<file path="config.mk">
export PLATFORM = sky130hd
export DESIGN_NAME = com_dump
export DESIGN_NICKNAME = d
export VERILOG_FILES = /design/src/rtl/com_dump.sv
export SDC_FILE = /design/constraint.sdc
export NUM_CORES = 1
export LEC_CHECK = 0
export CORE_AREA = 2 2 68 70
export DETAILED_ROUTE_END_ITERATION = 8
export DIE_AREA = 0 0 70 72
export HOLD_SLACK_MARGIN = 0.03
export PLACE_DENSITY_LB_ADDON = 0.08
export SYNTH_ARGS = -nofsm -noshare
export SYNTH_HDL_FRONTEND = slang
export SYNTH_SLANG_ARGS = --single-unit
</file>
<file path="constraint.sdc">
create_clock -name clk -period 5.2 [get_ports clk]
set_clock_uncertainty 0.15 [all_clocks]
set_input_delay 1.04 -clock clk [delete_from_list [all_inputs] [get_ports clk]]
set_output_delay 1.04 -clock clk [all_outputs]
set_load 0.03 [all_outputs]
</file>
<file path="src/rtl/com_dump.sv">
// Reads queued parameter slots out of the com block and streams each one as
// a framed byte sequence: A5, slot, 16 x {hi, lo}, XOR checksum.
module com_dump #(
  parameter int PARAM_W              = 16,
  parameter int NUM_OF_PARAM         = 16,
  parameter int LOG2_NUM_OF_PARAM    = 4,
  parameter int PARAM_MEM_DEPTH      = 8,
  parameter int LOG2_PARAM_MEM_DEPTH = 3
) (
  input  logic                                              clk,
  input  logic                                              reset_n,
  input  logic                                              hybd_done,
  output logic                                              com_req,
  output logic [LOG2_NUM_OF_PARAM+LOG2_PARAM_MEM_DEPTH-1:0] addr_o,
  input  logic                                              com_rdy,
  input  logic [PARAM_W-1:0]                                data_i,
  output logic [7:0]                                        tx_data,
  output logic                                              tx_valid,
  input  logic                                              tx_ready,
  output logic                                              busy,
  output logic                                              frame_done,
  output logic                                              overrun,
  output logic [2:0]                                        dbg_state_o
);

  localparam int SLOT_W = LOG2_PARAM_MEM_DEPTH;
  localparam int IDX_W  = LOG2_NUM_OF_PARAM;
  localparam int PEND_W = LOG2_PARAM_MEM_DEPTH + 1;

  localparam logic [SLOT_W-1:0] LAST_SLOT = SLOT_W'(PARAM_MEM_DEPTH - 1);
  localparam logic [IDX_W-1:0]  LAST_IDX  = IDX_W'(NUM_OF_PARAM - 1);
  localparam logic [PEND_W-1:0] FULL      = PEND_W'(PARAM_MEM_DEPTH);

  typedef enum logic [2:0] {
    S_IDLE = 3'd0,
    S_HDR  = 3'd1,
    S_SLOT = 3'd2,
    S_REQ  = 3'd3,
    S_WAIT = 3'd4,
    S_HI   = 3'd5,
    S_LO   = 3'd6,
    S_CSUM = 3'd7
  } state_e;

  state_e              state_q, state_d;
  logic [SLOT_W-1:0]   wr_slot_q, wr_slot_d;
  logic [SLOT_W-1:0]   rd_slot_q, rd_slot_d;
  logic [SLOT_W-1:0]   cur_slot_q, cur_slot_d;
  logic [PEND_W-1:0]   pending_q, pending_d;
  logic [IDX_W-1:0]    idx_q, idx_d;
  logic [PARAM_W-1:0]  word_q, word_d;
  logic [7:0]          csum_q, csum_d;
  logic                frame_done_q, overrun_q, overrun_d;
  logic                csum_done, overflow;

  function automatic logic [SLOT_W-1:0] slot_inc(input logic [SLOT_W-1:0] s);
    return (s == LAST_SLOT) ? '0 : s + SLOT_W'(1);
  endfunction

  // Stream link: a byte moves on any edge where tx_valid & tx_ready are both
  // high; tx_data comes purely from state and held registers, so once valid
  // is raised nothing can change until the byte is accepted.
  always_comb begin : ctrl
    state_d    = state_q;
    cur_slot_d = cur_slot_q;
    idx_d      = idx_q;
    word_d     = word_q;
    csum_d     = csum_q;
    com_req    = 1'b0;
    addr_o     = '0;
    tx_data    = '0;
    tx_valid   = 1'b0;
    csum_done  = 1'b0;
    case (state_q)
      S_IDLE: begin
        if (pending_q != '0) begin
          state_d    = S_HDR;
          csum_d     = '0;
          // The frame keeps its own slot so an overflow drop cannot alter it.
          cur_slot_d = rd_slot_q;
        end
      end
      S_HDR: begin
        tx_valid = 1'b1;
        tx_data  = 8'hA5;
        if (tx_ready) state_d = S_SLOT;
      end
      S_SLOT: begin
        tx_valid = 1'b1;
        tx_data  = 8'(cur_slot_q);
        if (tx_ready) begin
          idx_d   = '0;
          state_d = S_REQ;
        end
      end
      S_REQ: begin
        com_req = 1'b1;
        addr_o  = {idx_q, cur_slot_q};
        state_d = S_WAIT;
      end
      S_WAIT: begin
        addr_o = {idx_q, cur_slot_q};
        if (com_rdy) begin
          word_d  = data_i;
          state_d = S_HI;
        end
      end
      S_HI: begin
        tx_valid = 1'b1;
        tx_data  = word_q[PARAM_W-1 -: 8];
        if (tx_ready) state_d = S_LO;
      end
      S_LO: begin
        tx_valid = 1'b1;
        tx_data  = word_q[7:0];
        if (tx_ready) begin
          if (idx_q == LAST_IDX) begin
            state_d = S_CSUM;
          end else begin
            idx_d   = idx_q + IDX_W'(1);
            state_d = S_REQ;
          end
        end
      end
      S_CSUM: begin
        tx_valid = 1'b1;
        tx_data  = csum_q;
        if (tx_ready) begin
          csum_done = 1'b1;
          state_d   = S_IDLE;
        end
      end
      default: state_d = S_IDLE;
    endcase
    if (tx_valid && tx_ready && (state_q != S_CSUM)) csum_d = csum_q ^ tx_data;
    busy = (state_q != S_IDLE);
  end

  always_comb begin : track
    overflow  = hybd_done && (pending_q == FULL) && !csum_done;
    wr_slot_d = hybd_done ? slot_inc(wr_slot_q) : wr_slot_q;
    rd_slot_d = (csum_done || overflow) ? slot_inc(rd_slot_q) : rd_slot_q;
    pending_d = pending_q;
    if (hybd_done && !csum_done && (pending_q != FULL)) begin
      pending_d = pending_q + PEND_W'(1);
    end else if (csum_done && !hybd_done) begin
      pending_d = pending_q - PEND_W'(1);
    end
    overrun_d = overrun_q | overflow;
  end

  always_ff @(posedge clk) begin
    if (!reset_n) begin
      state_q      <= S_IDLE;
      wr_slot_q    <= '0;
      rd_slot_q    <= '0;
      cur_slot_q   <= '0;
      pending_q    <= '0;
      idx_q        <= '0;
      word_q       <= '0;
      csum_q       <= '0;
      frame_done_q <= 1'b0;
      overrun_q    <= 1'b0;
    end else begin
      state_q      <= state_d;
      wr_slot_q    <= wr_slot_d;
      rd_slot_q    <= rd_slot_d;
      cur_slot_q   <= cur_slot_d;
      pending_q    <= pending_d;
      idx_q        <= idx_d;
      word_q       <= word_d;
      csum_q       <= csum_d;
      frame_done_q <= csum_done;
      overrun_q    <= overrun_d;
    end
  end

  assign frame_done  = frame_done_q;
  assign overrun     = overrun_q;
  assign dbg_state_o = state_q;

endmodule
</file>
* Word level (Yosys, flattened, before mapping)
Cells that the tools add are included.
Storage, ports and cells: output and inout bits 23, logic and storage cells 84, bits in registers 43
Cells by class: reduce and logical (&&, ||, !) cells 24, bitwise gates (word level) 2, equality and inequality tests 20, muxes and demuxes 25, $add $sub $neg 4
Operator list (count):
- $pmux W8 S5 | 1
- $mux W3 | 9
- $mux W8 | 3
- $pmux W3 S8 | 1
- $mux W4 | 5
- $ne A2 B2 Y1 const B | 8
- $eq A3 B3 Y1 const B | 5
- $add A4 B1 Y4 const B | 2
- $eq A4 B4 Y1 const B | 2
- $pmux W4 S2 | 1
- $reduce_bool A2 Y1 | 4
- $xor A8 B8 Y8 | 1
- $logic_and A1 B1 Y1 | 7
- $mux W7 | 1
- $reduce_and A7 Y1 | 1
- $eq A3 B2 Y1 const B | 2
- $reduce_and A2 Y1 | 3
- $reduce_or A5 Y1 | 1
- $mux W1 | 4
- $ne A4 B4 Y1 const B | 1
- $reduce_and A4 Y1 | 1
- $reduce_bool A4 Y1 | 1
- $sub A4 B1 Y4 const B | 1
- $add A3 B1 Y3 const B | 1
- other kinds (8) | 9

* Logic depth before layout (Yosys ltp)
depth in word-level cells 7, mapped depth 8, depth with buffers taken out 8

* Worst setup path before layout
OpenSTA, ideal clock, no wires.
path type reg-to-output, start register state_q[1] (netlist: dbg_state_o[1]), end output addr_o[0], path buffers 1, stages on the path, launching flop included 6, setup slack 1.776 ns, required time 4.010 ns, data arrival time 2.234 ns, cell sequence dfxtp_1 > ha_1 > buf_6 > nor2b_1 > a21oi_1 > nor2b_1
On the way: word-level cells in the longest chain between the ends 3, elaborated cells between the ends (all ways) 4, those cells by class eq/ne (2); mux (1); reduce/logical (1)
Ends and longest elaborated chain:
- from (decl) | line 45 | state_e state_q, state_d;
- from (signal assigned) | line 165 | state_q <= state_d;
- $eq A3 B3 Y1 / $eq A3 B2 Y1 (equally long branches) | line 74 | case (state_q)
- $reduce_or A2 Y1 (no source line) *
- $mux W7 * | line 74
- to (decl) | line 14 | output logic [LOG2_NUM_OF_PARAM+LOG2_PARAM_MEM_DEPTH-1:0] addr_o,
Mark *: on every way between the ends. The rest lies on a longest branch, timed or not.

* Worst setup path in the final report
start register state_q[1] (netlist: dbg_state_o[1]), end output tx_data[2]
On the way: word-level cells in the longest chain between the ends 2, elaborated cells between the ends (all ways) 6, those cells by class eq/ne (5); mux (1)
Ends and longest elaborated chain:
- $eq A3 B3 Y1, or another cell as far along | line 74
- $pmux W8 S5 * | line 74
- to (decl) | line 17 | output logic [7:0] tx_data,
Marks and branches as above.

==> reports/qor.yml <==
status: "finished clean"
via_per_inst: 5.58
rows: 24
die-area_um2: 5040
synth_top_cell_area_share: 0.378
post-synth-top-area-cell: "dfxtp_1"
cts_tree: "built"
synthFlopType: "dfxtp_1"
antenna_left: 0
cts_resized: 0
nFillCells: 383
antenna_found_initial: 0
dr_total_vias: 2009
p_clk_frac: 0.257
nNetsFinal: 338
p_comb_frac: 0.391
cpLargestDelayFamily: "simple AND/OR/NAND/NOR gates"
post-synth-top-count-cell: "nand2_1"
grt_pass1_wl_um: 8220
cts_made_buffers: 5
coreArea_um2: 4260
syn-num-nets: 303
clock_sinks: 43
ir_worst_vdd_v: 0.000225
p_sw_uw: 386
wl_per_cell_um: 13.7
async_flop_share: 0
internal_power_uw: 663
fin_crit_ns: 4.09
hold_class: "reg2reg"
overflow: 0
synthesis.area_um2: 2270
slowest_stage: "nor3_1"
critPathKind: "reg2out"
htree_levels: 2
antenna_cells: 0
dp.final_hpwl_um: 3500
grt_pass1_vias: 1794
leakage_nw: 1.01
cp-end-kind: "output pin"
synthDistinctLibCells: 47
synth.avg_cell_area_um2: 8.36
stdcell_area_um2: 2800
setup_slack_ns: 1.11
io_pins: 44
fmax_mhz: 244
worst_pin_slew_ns: 0.899
synthCells: 272
cts_hold_buf: 0
cts.path.max_buffers: 2
routed_wl_um: 4930
post_cts_buffers: 0
worstPathCellList: "inv_1 -> ha_1 -> nor2b_1 -> nor3_1 -> a211oi_1 -> clkdlybuf4s50_1"
multi_input_area_um2: 1310
initial_core_util: 0.533
place_congestion: 0.828
holdWs_ns: 0.306
synth_warnings: 0
utilization: 0.657
critPathArrivalTime_ns: 2.90
cts_root_buffer: "clkbuf_8"
areaGrowthSynthToFinish_pct: 23.2
drive_above_1_share: 0.0519
synth_edf_count: 0
post-route-period-util: 0.787
synth_area_leaders: "dfxtp_1 (38%), nand2_1 (7.8%), a21oi_1 (6.8%)"
clk_pin_slew_ns: 0.08
port_buffers: 43
first_pass_iters: 4
ys_ff_latch: 43
rsz0062_at_grt: "false"
ys_top_cells_by_count: "nand2_1 (47), dfxtp_1 (43), a21oi_1 (31)"
grt_usage: 0.202
seqCellArea_um2: 861
drv_cap: 0
seqPwrFrac: 0.353
switching_share: 0.368
required_ns: 4.01
power.density_nw_per_um2: 374
grt_max_degree: 34
setup_tns_ns: 0
max_slew_margin: 0.396
die_width_um: 70
setup_viol: 0
crit_fanout: 14
synth-seq-area-share: 0.378
worstSetupStartpointType: "flop"
worstPathBufferInverterCount: 2
slowest_delay_ns: 0.73
placed_area_um2: 2680
remaining_drc_errors: 0
slew_violations: 0
hold_violations: 0
clock_latency_ns: 0.29
drt_iter0_markers: 98
place_ws_ns: 1.43
die_h_um: 72
[cell type report]
| class | count | share of cell area |
|---|---|---|
| repair buffers | 44 | 0.156 |
| inverters | 4 | 0.00536 |
| multi-input cells | 209 | 0.466 |
| flip-flops and latches | 43 | 0.307 |
| clock inverters | 2 | 0.0125 |
| clock buffers | 6 | 0.0295 |
| well taps | 52 | 0.0232 |
[layout by cell type, fill, tap and decap left out, drive strengths merged, types with 4 or more instances in the layout]
cell	instances
mux2i	11
or3	9
nand2	47
a22o	4
clkbuf	6
o21ai	11
nor2b	12
nor2	17
a21oi	31
a222oi	4
nand3	7
a211oi	5
nand2b	7
ha	9
clkdlybuf4s50	43
inv	4
dfxtp	43
[worst min-delay path: stages, from the launching register on]
cell,delay [ns]
dfxtp_1,0.31
nand2_1,0.05
a21oi_1,0.05
[power groups by stage]
stage / logic, mW / clock network (mW) / registers (mW)
floorplan: 0.281 / 0 / 0.387
global placement: 0.404 / 0 / 0.376
detailed placement: 0.408 / 0 / 0.377
CTS: 0.411 / 0.274 / 0.370
global route: 0.445 / 0.290 / 0.373
finish: 0.410 / 0.269 / 0.370
[metrics by stage]
stage,cells,power [mW]
2_1_floorplan,272,0.668
3_3_place_gp,352,0.781
3_5_place_dp,352,0.786
4_1_cts,360,1.05
5_1_grt,360,1.11
6_report,360,1.05
[metal layers]
| layer | track usage | up-vias | wire, µm |
|---|---|---|---|
| li1 | - | 1034 | - |
| met1 | 0.285 | 923 | 2470 |
| met2 | 0.307 | 46 | 2200 |
| met3 | 0.0472 | 6 | 199 |
| met4 | 0.0684 | 0 | 59 |
| met5 | 0 | - | 0 |
[cells by family after synthesis]
kind of cell / synth area share
flip-flops: 0.378
XOR/XNOR: 0.0116
adder cells (fa/ha/maj): 0.0583
AND/OR/NAND/NOR: 0.248
buffers and inverters: 0.0479
multiplexers: 0.0550
AO/OA/AOI/OAI: 0.201
[flip-flops by register name, summed over array words and instances (netlist names)]
name         flops
rd_slot_q        3
pending_q        4
overrun          1
cur_slot_q       3
frame_done       1
word_q          16
csum_q           8
idx_q            4
dbg_state_o      3
[path summary, 6_finish.rpt]
kind,cells past startpoint,from,slack [ns],to
worst min register to register,2,word_q[4],0.31,word_q[4]
worst max register to register,8,dbg_state_o[1],2.26,pending_q[3]
worst max-delay path,6,dbg_state_o[1],1.11,tx_data[2]
worst min-delay path,2,word_q[4],0.31,word_q[4]
(Power assumes the default switching activity.)
